## src/rtl/br_pkg.sv

```systemverilog
// Shared definitions for the branch resolution unit: condition codes and
// the saturating-counter helpers used by the prediction table and statistics.
package br_pkg;

    localparam logic [3:0] BR_BEQ    = 4'd0;
    localparam logic [3:0] BR_BGEZ   = 4'd1;
    localparam logic [3:0] BR_BGTZ   = 4'd2;
    localparam logic [3:0] BR_BLEZ   = 4'd3;
    localparam logic [3:0] BR_BLTZ   = 4'd4;
    localparam logic [3:0] BR_BNE    = 4'd5;
    localparam logic [3:0] BR_BLT    = 4'd6;
    localparam logic [3:0] BR_BLTU   = 4'd7;
    localparam logic [3:0] BR_BGE    = 4'd8;
    localparam logic [3:0] BR_BGEU   = 4'd9;
    localparam logic [3:0] BR_ALWAYS = 4'd10;

    // Weakly not-taken starting value for a counter of width w.
    function automatic logic [31:0] ctr_init(input int unsigned w);
        return (32'd1 << (w - 32'd1)) - 32'd1;
    endfunction

    function automatic logic [31:0] sat_inc(input logic [31:0] v, input logic [31:0] max_v);
        return (v >= max_v) ? max_v : (v + 32'd1);
    endfunction

    function automatic logic [31:0] sat_dec(input logic [31:0] v);
        return (v == 32'd0) ? 32'd0 : (v - 32'd1);
    endfunction

endpackage

```

## src/rtl/br_cond_eval.sv

```systemverilog
// Combinational branch condition evaluator: decodes br_type and compares the
// forwarded operands, flagging codes that are not branches at all.
module br_cond_eval
    import br_pkg::*;
#(
    parameter int DATA_W = 32
) (
    input  logic [DATA_W-1:0] cmp_a,
    input  logic [DATA_W-1:0] cmp_b,
    input  logic [3:0]        br_type,
    output logic              is_branch,
    output logic              taken
);

    logic a_neg_s;
    logic a_zero_s;
    logic eq_s;
    logic lt_s;
    logic ltu_s;

    assign a_neg_s  = cmp_a[DATA_W-1];
    assign a_zero_s = (cmp_a == {DATA_W{1'b0}});
    assign eq_s     = (cmp_a == cmp_b);
    assign lt_s     = ($signed(cmp_a) < $signed(cmp_b));
    assign ltu_s    = (cmp_a < cmp_b);

    // Condition decode; unused codes fall through as non-branches.
    always_comb begin
        is_branch = 1'b1;
        taken     = 1'b0;
        case (br_type)
            BR_BEQ:    taken = eq_s;
            BR_BGEZ:   taken = ~a_neg_s;
            BR_BGTZ:   taken = ~a_neg_s & ~a_zero_s;
            BR_BLEZ:   taken = a_neg_s | a_zero_s;
            BR_BLTZ:   taken = a_neg_s;
            BR_BNE:    taken = ~eq_s;
            BR_BLT:    taken = lt_s;
            BR_BLTU:   taken = ltu_s;
            BR_BGE:    taken = ~lt_s;
            BR_BGEU:   taken = ~ltu_s;
            BR_ALWAYS: taken = 1'b1;
            default: begin
                is_branch = 1'b0;
                taken     = 1'b0;
            end
        endcase
    end

endmodule

```

## src/rtl/br_resolve_unit.sv

```systemverilog
// Branch resolution unit: resolves the ID-stage branch, registers the outcome
// for EX, trains a PC-indexed saturating-counter table and keeps statistics.
module br_resolve_unit
    import br_pkg::*;
#(
    parameter int DATA_W    = 32,
    parameter int PC_W      = 32,
    parameter int BHT_DEPTH = 64,
    parameter int CTR_W     = 2,
    parameter int STAT_W    = 32
) (
    input  logic              clk,
    input  logic              reset,
    input  logic [PC_W-1:0]   lk_pc,
    output logic              lk_taken,
    input  logic              res_valid,
    input  logic [PC_W-1:0]   res_pc,
    input  logic              res_pred,
    input  logic [DATA_W-1:0] cmp_a,
    input  logic [DATA_W-1:0] cmp_b,
    input  logic [3:0]        br_type,
    input  logic              stall,
    input  logic              flush,
    output logic              out_valid,
    output logic              out_taken,
    output logic              out_mispred,
    output logic [STAT_W-1:0] br_cnt,
    output logic [STAT_W-1:0] miss_cnt
);

    localparam int IDX_W = $clog2(BHT_DEPTH);
    localparam logic [CTR_W-1:0] CTR_INIT = CTR_W'(ctr_init(CTR_W));
    localparam logic [31:0]      CTR_MAX  = 32'({CTR_W{1'b1}});
    localparam logic [31:0]      STAT_MAX = 32'({STAT_W{1'b1}});

    logic [CTR_W-1:0]  tbl_q [BHT_DEPTH];
    logic [IDX_W-1:0]  lk_idx_s;
    logic [IDX_W-1:0]  res_idx_s;
    logic [CTR_W-1:0]  tbl_cur_s;
    logic              tbl_we_s;
    logic [CTR_W-1:0]  tbl_wdata_s;
    logic              is_branch_s;
    logic              taken_s;
    logic              accept_s;
    logic              mispred_s;
    logic              unused_pc_bits_s;

    logic              out_valid_q,   out_valid_d;
    logic              out_taken_q,   out_taken_d;
    logic              out_mispred_q, out_mispred_d;
    logic [STAT_W-1:0] br_cnt_q,      br_cnt_d;
    logic [STAT_W-1:0] miss_cnt_q,    miss_cnt_d;

    // Word-aligned PCs: bits [1:0] and everything above the index never select an entry.
    assign lk_idx_s  = lk_pc[IDX_W+1:2];
    assign res_idx_s = res_pc[IDX_W+1:2];
    assign tbl_cur_s = tbl_q[res_idx_s];
    assign unused_pc_bits_s = ^{lk_pc[PC_W-1:IDX_W+2], lk_pc[1:0],
                                res_pc[PC_W-1:IDX_W+2], res_pc[1:0]};

    br_cond_eval #(
        .DATA_W (DATA_W)
    ) u_cond (
        .cmp_a     (cmp_a),
        .cmp_b     (cmp_b),
        .br_type   (br_type),
        .is_branch (is_branch_s),
        .taken     (taken_s)
    );

    assign accept_s  = res_valid & ~stall & ~flush;
    assign mispred_s = is_branch_s & (taken_s ^ res_pred);

    // Next-state for the EX register, table write port and statistics; stall freezes everything.
    always_comb begin
        out_valid_d   = 1'b0;
        out_taken_d   = 1'b0;
        out_mispred_d = 1'b0;
        br_cnt_d      = br_cnt_q;
        miss_cnt_d    = miss_cnt_q;
        tbl_we_s      = 1'b0;
        tbl_wdata_s   = tbl_cur_s;
        if (stall) begin
            out_valid_d   = out_valid_q;
            out_taken_d   = out_taken_q;
            out_mispred_d = out_mispred_q;
        end else if (accept_s) begin
            out_valid_d   = 1'b1;
            out_taken_d   = taken_s & is_branch_s;
            out_mispred_d = mispred_s;
            if (is_branch_s) begin
                tbl_we_s    = 1'b1;
                tbl_wdata_s = taken_s ? CTR_W'(sat_inc(32'(tbl_cur_s), CTR_MAX))
                                      : CTR_W'(sat_dec(32'(tbl_cur_s)));
                br_cnt_d    = STAT_W'(sat_inc(32'(br_cnt_q), STAT_MAX));
                if (mispred_s) begin
                    miss_cnt_d = STAT_W'(sat_inc(32'(miss_cnt_q), STAT_MAX));
                end else begin
                    miss_cnt_d = miss_cnt_q;
                end
            end else begin
                br_cnt_d   = br_cnt_q;
                miss_cnt_d = miss_cnt_q;
            end
        end else begin
            out_valid_d   = 1'b0;
            out_taken_d   = 1'b0;
            out_mispred_d = 1'b0;
        end
    end

    // EX-stage result register and statistics counters.
    always_ff @(posedge clk or negedge reset) begin
        if (!reset) begin
            out_valid_q   <= 1'b0;
            out_taken_q   <= 1'b0;
            out_mispred_q <= 1'b0;
            br_cnt_q      <= {STAT_W{1'b0}};
            miss_cnt_q    <= {STAT_W{1'b0}};
        end else begin
            out_valid_q   <= out_valid_d;
            out_taken_q   <= out_taken_d;
            out_mispred_q <= out_mispred_d;
            br_cnt_q      <= br_cnt_d;
            miss_cnt_q    <= miss_cnt_d;
        end
    end

    // Prediction table: single write port, all entries return to weakly not-taken on reset.
    always_ff @(posedge clk or negedge reset) begin
        if (!reset) begin
            for (int i = 0; i < BHT_DEPTH; i++) begin
                tbl_q[i] <= CTR_INIT;
            end
        end else if (tbl_we_s) begin
            tbl_q[res_idx_s] <= tbl_wdata_s;
        end
    end

    // No bypass: a lookup colliding with this cycle's update sees the old counter.
    assign lk_taken    = tbl_q[lk_idx_s][CTR_W-1];
    assign out_valid   = out_valid_q;
    assign out_taken   = out_taken_q;
    assign out_mispred = out_mispred_q;
    assign br_cnt      = br_cnt_q;
    assign miss_cnt    = miss_cnt_q;

endmodule
```

## config.mk

```make
export PLATFORM = sky130hd
export DESIGN_NAME = br_resolve_unit
export DESIGN_NICKNAME = d
export VERILOG_FILES = /design/src/rtl/br_pkg.sv /design/src/rtl/br_cond_eval.sv /design/src/rtl/br_resolve_unit.sv
export SDC_FILE = /design/constraint.sdc
export NUM_CORES = 1
export LEC_CHECK = 0
export CORE_ASPECT_RATIO = 1.2
export CORE_MARGIN = 4
export CORE_UTILIZATION = 41
export CTS_CLUSTER_DIAMETER = 40
export DETAILED_ROUTE_END_ITERATION = 10
export PLACE_DENSITY = 0.73
export SYNTH_ARGS = -nofsm -noshare
export SYNTH_HDL_FRONTEND = slang
export SYNTH_SLANG_ARGS = --single-unit
```

## constraint.sdc

```tcl
create_clock -name clk -period 8.45 [get_ports clk]
set_input_delay 0.845 -clock clk [delete_from_list [all_inputs] [get_ports clk]]
set_output_delay 0.845 -clock clk [all_outputs]
set_load 0.1 [all_outputs]
```

==> impl_results.md, run 1 <==
* Starting Density at 41.49%
* # rows at 66
* Pwr dens at 180.4 nW/um^2
* Setup TNS at 0 ns
* Seq/Total Area, Yosys at 44.13%
* CTS root buf: clkbuf_16
* DR vias at 9812
* R2r startpoint: miss_cnt[0]$_DFFE_PN0P_
* GRT overflow at 0
* Largest net degree at the start of global routing at 112
* Worst hold path class: reg2reg
* Final setup vio count at 0
* Placer Congestion at 0.8569
* Top routing layer used: met4
* Endpoints failing hold at 0
* CTS resizes at 0
* # hold bufs at CTS at 0
* Share of cells above drive strength 1 at 13.12%
* Initial antenna violation count at 1
* Clock Skews at 0.008878 ns
* Top_reg_cell synth: dfrtp_1
* Post-synth EDFFs at 0
* Cells after Synth at 1204
* Synth Area per Inst at 9.334 um^2
* Post-synthesis async set-or-reset flop share at 100.0%
* Most common cell after layout, fill and taps aside: nand2_1
* RSZ-0062 raised after global routing: false
* Relative slew slack at 25.63%
* Max-cap violations at 0
* CTS tree: yes
* Dpl hpwl at 21.91 mm
* Max Freq at 190.2 MHz
* Worst setup EP type: primary output
* Area growth syn-to-layout at 21.14%
* Post-DRT Antenna Nets at 0
* Final core utilization at 50.26%
* DRC viols at 0
* Die area at 30130 um^2
* Outcome: finished, final reports clean
* Synth warnings at 0
* Vias in the first global route at 9644
* Hold depth at 2
* CP Max Fanout at 16
* FF-to-FF setup slack at 5.15 ns
* Fin crit share at 62.22%
* Detailed router's first-iteration violation count at 888
* WP data required at 7.61 ns
* Startpoint Class: primary input
* IO Pins at 206
* DRT met1 WL at 12.72 mm
* First-pass GRT wire length at 50.94 mm
* Reg clk slew, reported paths at 0.07 ns
* Routed wl met2 at 15.66 mm
* Peak supply drop at 0.1334 mV
* Distinct cells, synth at 73
* Routed vias/inst at 5.858
* Final WL at 31.64 mm
* Most frequent cells in the layout: nand2_1 (237), clkdlybuf4s50_1 (151), dfrtp_1 (131)
* Fill count at 2414
* Net Count, Synth at 1376
* CP Class: in2out
* PortBufs at 153
* # clock sinks at 195
* Core area at 27090 um^2
* WP data arrival at 4.41 ns
* Average wire per standard cell at 18.89 um
* Count of final max-slew check failures at 0
* DIE HEIGHT at 189.4 um
* Leak at 5.682 nW
* R2r worst-path depth at 7
* End of the worst register-to-register path: miss_cnt[14]$_DFFE_PN0P_
* # H-tree levels at 4
* Met3 WL at 1.962 mm
* Hold path endpoint: tbl_q[78]$_DFFE_PN1P_
* Nets at 1493
* Crit path time final at 5.257 ns
* Drt pass-1 iters at 6
* Least-Margin Pin Slew at 1.116 ns
* Post-CTS setup repair buffer count at 0
* Die Span X at 159.1 um
* Clock Tree Buf Depth at 2
* Later-pin clock latency in the skew report at 0.44 ns
* #FFs+latches synth at 195
* CTS buffer count at 17
* Tot GR Track Use at 20.68%
* Worst hold start: tbl_q[78]$_DFFE_PN1P_
* Area of the mapped netlist at 11240 um^2
[worst max path at each step]
stage / from / endpoint / slack, ns / cells after the start
after detailed placement: res_pc[2] / tbl_q[59]$_DFFE_PN0P_ / 3.15 / 11
after floorplan: lk_pc[2] / lk_taken / 4.07 / 5
after global routing: lk_pc[3] / lk_taken / 3.17 / 5
final: lk_pc[3] / lk_taken / 3.19 / 5
after CTS: lk_pc[3] / lk_taken / 3.25 / 5
after global placement: res_pc[2] / tbl_q[65]$_DFFE_PN0P_ / 3.22 / 11
[sequential cells by signal (all words and copies together) (netlist names)]
register,count
miss_cnt,32
tbl_q,128
out_mispred,1
br_cnt,32
out_taken,1
out_valid,1
[worst max-delay path: stages]
cell and delay, ns:
clkdlybuf4s50_1 1.11, mux4_2 0.42, mux4_2 0.52, mux4_2 0.51, clkdlybuf4s50_1 0.99
[report_power, final]
group | total [mW] | switching [mW] | internal [mW]
Clock | 0.926 | 0.365 | 0.561
Sequential | 1.03 | 0.0429 | 0.988
Combinational | 0.499 | 0.343 | 0.156
[stage by stage]
stage | std cells | hold slack [ns] | cell area [um^2] | worst slack, ns | power, mW
floorplan | 1204 | 0.4418 | 11240 | 4.073 | 1.376
global placement | 1642 | 0.4491 | 12930 | 3.224 | 1.534
detailed placement | 1642 | 0.4547 | 12930 | 3.150 | 1.544
CTS | 1674 | 0.4639 | 13610 | 3.247 | 2.467
global route | 1675 | 0.4754 | 13610 | 3.171 | 2.545
finish | 1675 | 0.4636 | 13610 | 3.193 | 2.455
[Yosys cell counts, types with 3 or more instances]
| cell | instances | area, um^2 |
|---|---|---|
| nor2_1 | 71 | 266.5 |
| ha_1 | 34 | 425.4 |
| inv_1 | 44 | 165.2 |
| nand2b_1 | 8 | 50.05 |
| nand2_1 | 237 | 889.6 |
| dfstp_2 | 64 | 1682 |
| clkbuf_1 | 21 | 78.83 |
| a41oi_1 | 7 | 61.31 |
| and4_1 | 10 | 87.58 |
| a31oi_1 | 52 | 325.3 |
| buf_4 | 13 | 97.59 |
| a211oi_1 | 3 | 22.52 |
| and3b_1 | 6 | 52.55 |
| and3_1 | 27 | 168.9 |
| a21o_1 | 3 | 22.52 |
| xor2_1 | 19 | 166.4 |
| and2_1 | 9 | 56.30 |
| buf_6 | 4 | 45.04 |
| buf_1 | 7 | 26.28 |
| buf_2 | 23 | 115.1 |
| a221oi_1 | 11 | 96.34 |
| nor2b_1 | 5 | 31.28 |
| nor3_1 | 11 | 55.05 |
| nand3_1 | 45 | 225.2 |
| o21ai_1 | 55 | 275.3 |
| o21ai_0 | 45 | 225.2 |
| or3_1 | 4 | 25.02 |
| dfrtp_1 | 131 | 3278 |
| nor4_1 | 14 | 87.58 |
| xnor2_1 | 6 | 52.55 |
| mux4_2 | 32 | 720.7 |
| a21oi_1 | 73 | 365.4 |
| nand4_1 | 26 | 162.7 |
| a22oi_1 | 5 | 37.54 |
| mux2i_1 | 16 | 160.2 |
| mux2_2 | 19 | 214.0 |
[layer usage]
| metal | vias to the layer above | track usage (%) |
|---|---|---|
| met3 | 90 | 3.810 |
| met2 | 417 | 35.06 |
| met1 | 4722 | 25.65 |
| met4 | 0 | 9.850 |
| li1 | 4583 | - |
| met5 | - | 0 |
[kinds of logic (layout without fill, tap and decap cells)]
kind of cell	after synthesis	count (layout)	share of synthesized area, %
other	0	1	0
adder cells (fa/ha/maj)	34	34	3.785
XOR/XNOR	25	25	1.948
AND/OR/NAND/NOR	488	488	20.43
flip-flops	195	195	44.13
buffers and inverters	113	243	4.732
AO/OA/AOI/OAI	282	282	15.23
multiplexers	67	67	9.742
[cell type report]
cell class,instances,area (um^2),share of cell area (%)
inverter,45,168.9,1.241
clock inverter,11,195.2,1.434
timing repair buffer,166,1628,11.96
sequential,195,4960,36.43
tap,340,425.4,3.125
multi-input combinational,896,5753,42.26
clock buffer,21,481.7,3.538
antenna,1,2.502,0.01838
Power figures use the tool's default switching activity.
==> run 2, diff against run 1 <==
- PLACE_DENSITY: 0.73 -> 0.76
- clock period: 8.45 -> 4.6 ns (I/O delays scaled with it)
==> run 2 against run 1 <==
Against the previous run: sequential share of layout area fell by 0.30 points; critical path depth is 7 higher; cell count grew 1.0%; die area stayed put; combinational power up 88%; highest routed layer unchanged.
==> impl_results.md, run 2 (same netlist as run 1, synthesis figures left out) <==
* Outcome: finished, final reports clean
* Leak at 5.745 nW
* Worst setup EP type: register
* Worst setup path startpoint: cmp_b[11]
* Routed vias/inst at 5.888
* Placer Congestion at 0.8763
* DRC viols at 0
* Tot GR Track Use at 20.88%
* Critical path cell sequence: clkdlybuf4s50_1 -> inv_1 -> ha_1 -> nand4_1 -> nor4_1 -> a21o_1 -> a211oi_1 -> nor4_4 -> nand4_1 -> a21oi_4 -> buf_12 -> o21ai_0
* Endpoints failing hold at 0
* # clock sinks at 195
* Most frequent cells in the layout: nand2_1 (237), clkdlybuf4s50_1 (150), dfrtp_1 (131)
* Slowest stage delay, CP at 0.63 ns
* Dpl ws at 0.4705 ns
* CP Max Fanout at 40
* Drt pass-1 iters at 5
* Final WL at 31.60 mm
* CTS root buf: clkbuf_16
* Count of final max-slew check failures at 0
* WP data arrival at 3.99 ns
* Max Freq at 275.2 MHz
* R2r startpoint: tbl_q[18]$_DFFE_PN1P_
* Max-cap violations at 0
* # rows at 66
* Most common cell after layout, fill and taps aside: nand2_1
* Startpoint Class: primary input
* Worst hold path class: in2async
* Starting Density at 41.49%
* Clock Tree Buf Depth at 2
* FF-to-FF setup slack at 1.57 ns
* CP Class: in2reg
* Clock Skews at 0.01446 ns
* DIE HEIGHT at 189.4 um
* Reg with most FFs: tbl_q
* R2r worst-path depth at 9
* Detailed router's first-iteration violation count at 979
* IO Pins at 206
* Area growth syn-to-layout at 22.13%
* Core area at 27090 um^2
* # H-tree levels at 4
* Int Pwr at 2.977 mW
* Final setup vio count at 0
* Worst setup margin at 0.9665 ns
* Pwr dens at 317.8 nW/um^2
* P_sw at 1.386 mW
* CP max-delay cell: a21oi_4
* Die Span X at 159.1 um
* End of the worst register-to-register path: tbl_q[108]$_DFFE_PN1P_
* Largest net degree at the start of global routing at 100
* Sequential power share at 43.4%
* Final core utilization at 50.67%
* Setup TNS at 0 ns
* Die area at 30130 um^2
* # hold bufs at CTS at 0
* WP data required at 4.96 ns
* RSZ-0062 raised after global routing: false
* Most common cell on crit path: nand4_1
* Post-DRT Antenna Nets at 0
* Later-pin clock latency in the skew report at 0.45 ns
* Dpl hpwl at 22.15 mm
* DR vias at 9962
* Vias in the first global route at 9670
* Average wire per standard cell at 18.68 um
* GRT overflow at 0
* Max reg flops at 128
* Setup crit end: tbl_q[108]$_DFFE_PN1P_
* Net Sw Frac at 31.76%
* Crit path time final at 3.633 ns
* Initial antenna violation count at 2
* Clock share of power at 35.1%
* CTS tree: yes
* Peak supply drop at 0.2422 mV
* Gate power share at 21.5%
* PortBufs at 153
* Post-CTS setup repair buffer count at 0
* Relative slew slack at 24.85%
* CTS buffer count at 17
* Share of cells above drive strength 1 at 14.15%
* Fin crit share at 78.99%
* Reg clk slew, reported paths at 0.08 ns
* Nets at 1509
* Least-Margin Pin Slew at 1.127 ns
* CTS resizes at 0
* First-pass GRT wire length at 51.73 mm
-- run 2: cell types whose count changed in the layout (fill, tap and decap cells not counted), sizes merged --
cell           delta
buf              +17
clkinv            +3
bufinv            -2
clkbuf            -2
clkinvlp          +2
clkdlybuf4s50     -1
diode             +1
inv               -1
-- run 2: routing by layer --
metal / wire length (um) / global-route usage (%) / vias up
met5: 0 / 0 / -
met4: 1329 / 9.816 / 0
met3: 1863 / 4.093 / 87
met2: 15790 / 35.09 / 424
met1: 12620 / 26.06 / 4835
li1: - / - / 4616
-- run 2: layout make-up --
class	count	area [um^2]
clock buffer	19	432.9
fill	2392	13360
clock inverter	13	160.2
antenna	2	5.005
multi-input combinational	896	5753
tap	340	425.4
timing repair buffer	182	1821
sequential	195	4960
inverter	45	168.9
-- run 2: power by group through the flow --
stage                     registers, mW  clock network [mW]  logic, mW
final                              1.89                1.53      0.938
after global routing               1.90                1.62       1.00
after CTS                          1.89                1.55      0.940
after detailed placement           1.92                   0      0.938
after global placement             1.92                   0      0.924
after floorplan                    2.17                   0      0.356
-- run 2: worst min-delay path by stage --
stage	start	to	slack, ns	cells after the start
2_1_floorplan	reset	br_cnt[0]$_DFFE_PN0P_	0.16	0
3_3_place_gp	tbl_q[30]$_DFFE_PN1P_	tbl_q[30]$_DFFE_PN1P_	0.45	2
3_5_place_dp	tbl_q[30]$_DFFE_PN1P_	tbl_q[30]$_DFFE_PN1P_	0.46	2
4_1_cts	reset	br_cnt[20]$_DFFE_PN0P_	0.11	1
5_1_grt	reset	br_cnt[20]$_DFFE_PN0P_	0.14	1
6_report	reset	br_cnt[20]$_DFFE_PN0P_	0.05	1
-- run 2: through the flow --
| step | power [mW] | cells | hold WS (ns) | instance area (um^2) |
|---|---|---|---|---|
| finish | 4.362 | 1692 | 0.04936 | 13730 |
| global route | 4.528 | 1692 | 0.1356 | 13730 |
| CTS | 4.380 | 1690 | 0.1116 | 13720 |
| detailed placement | 2.860 | 1658 | 0.4551 | 13130 |
| global placement | 2.841 | 1658 | 0.4498 | 13130 |
| floorplan | 2.528 | 1204 | 0.1644 | 11240 |
-- run 2: worst max-delay path: cells and delay by family --
kind,cells,cell delay (ns)
buf+inv,3,0.80
fa+ha+maj,1,0.30
simple gates,4,1.36
compound gates,4,1.04
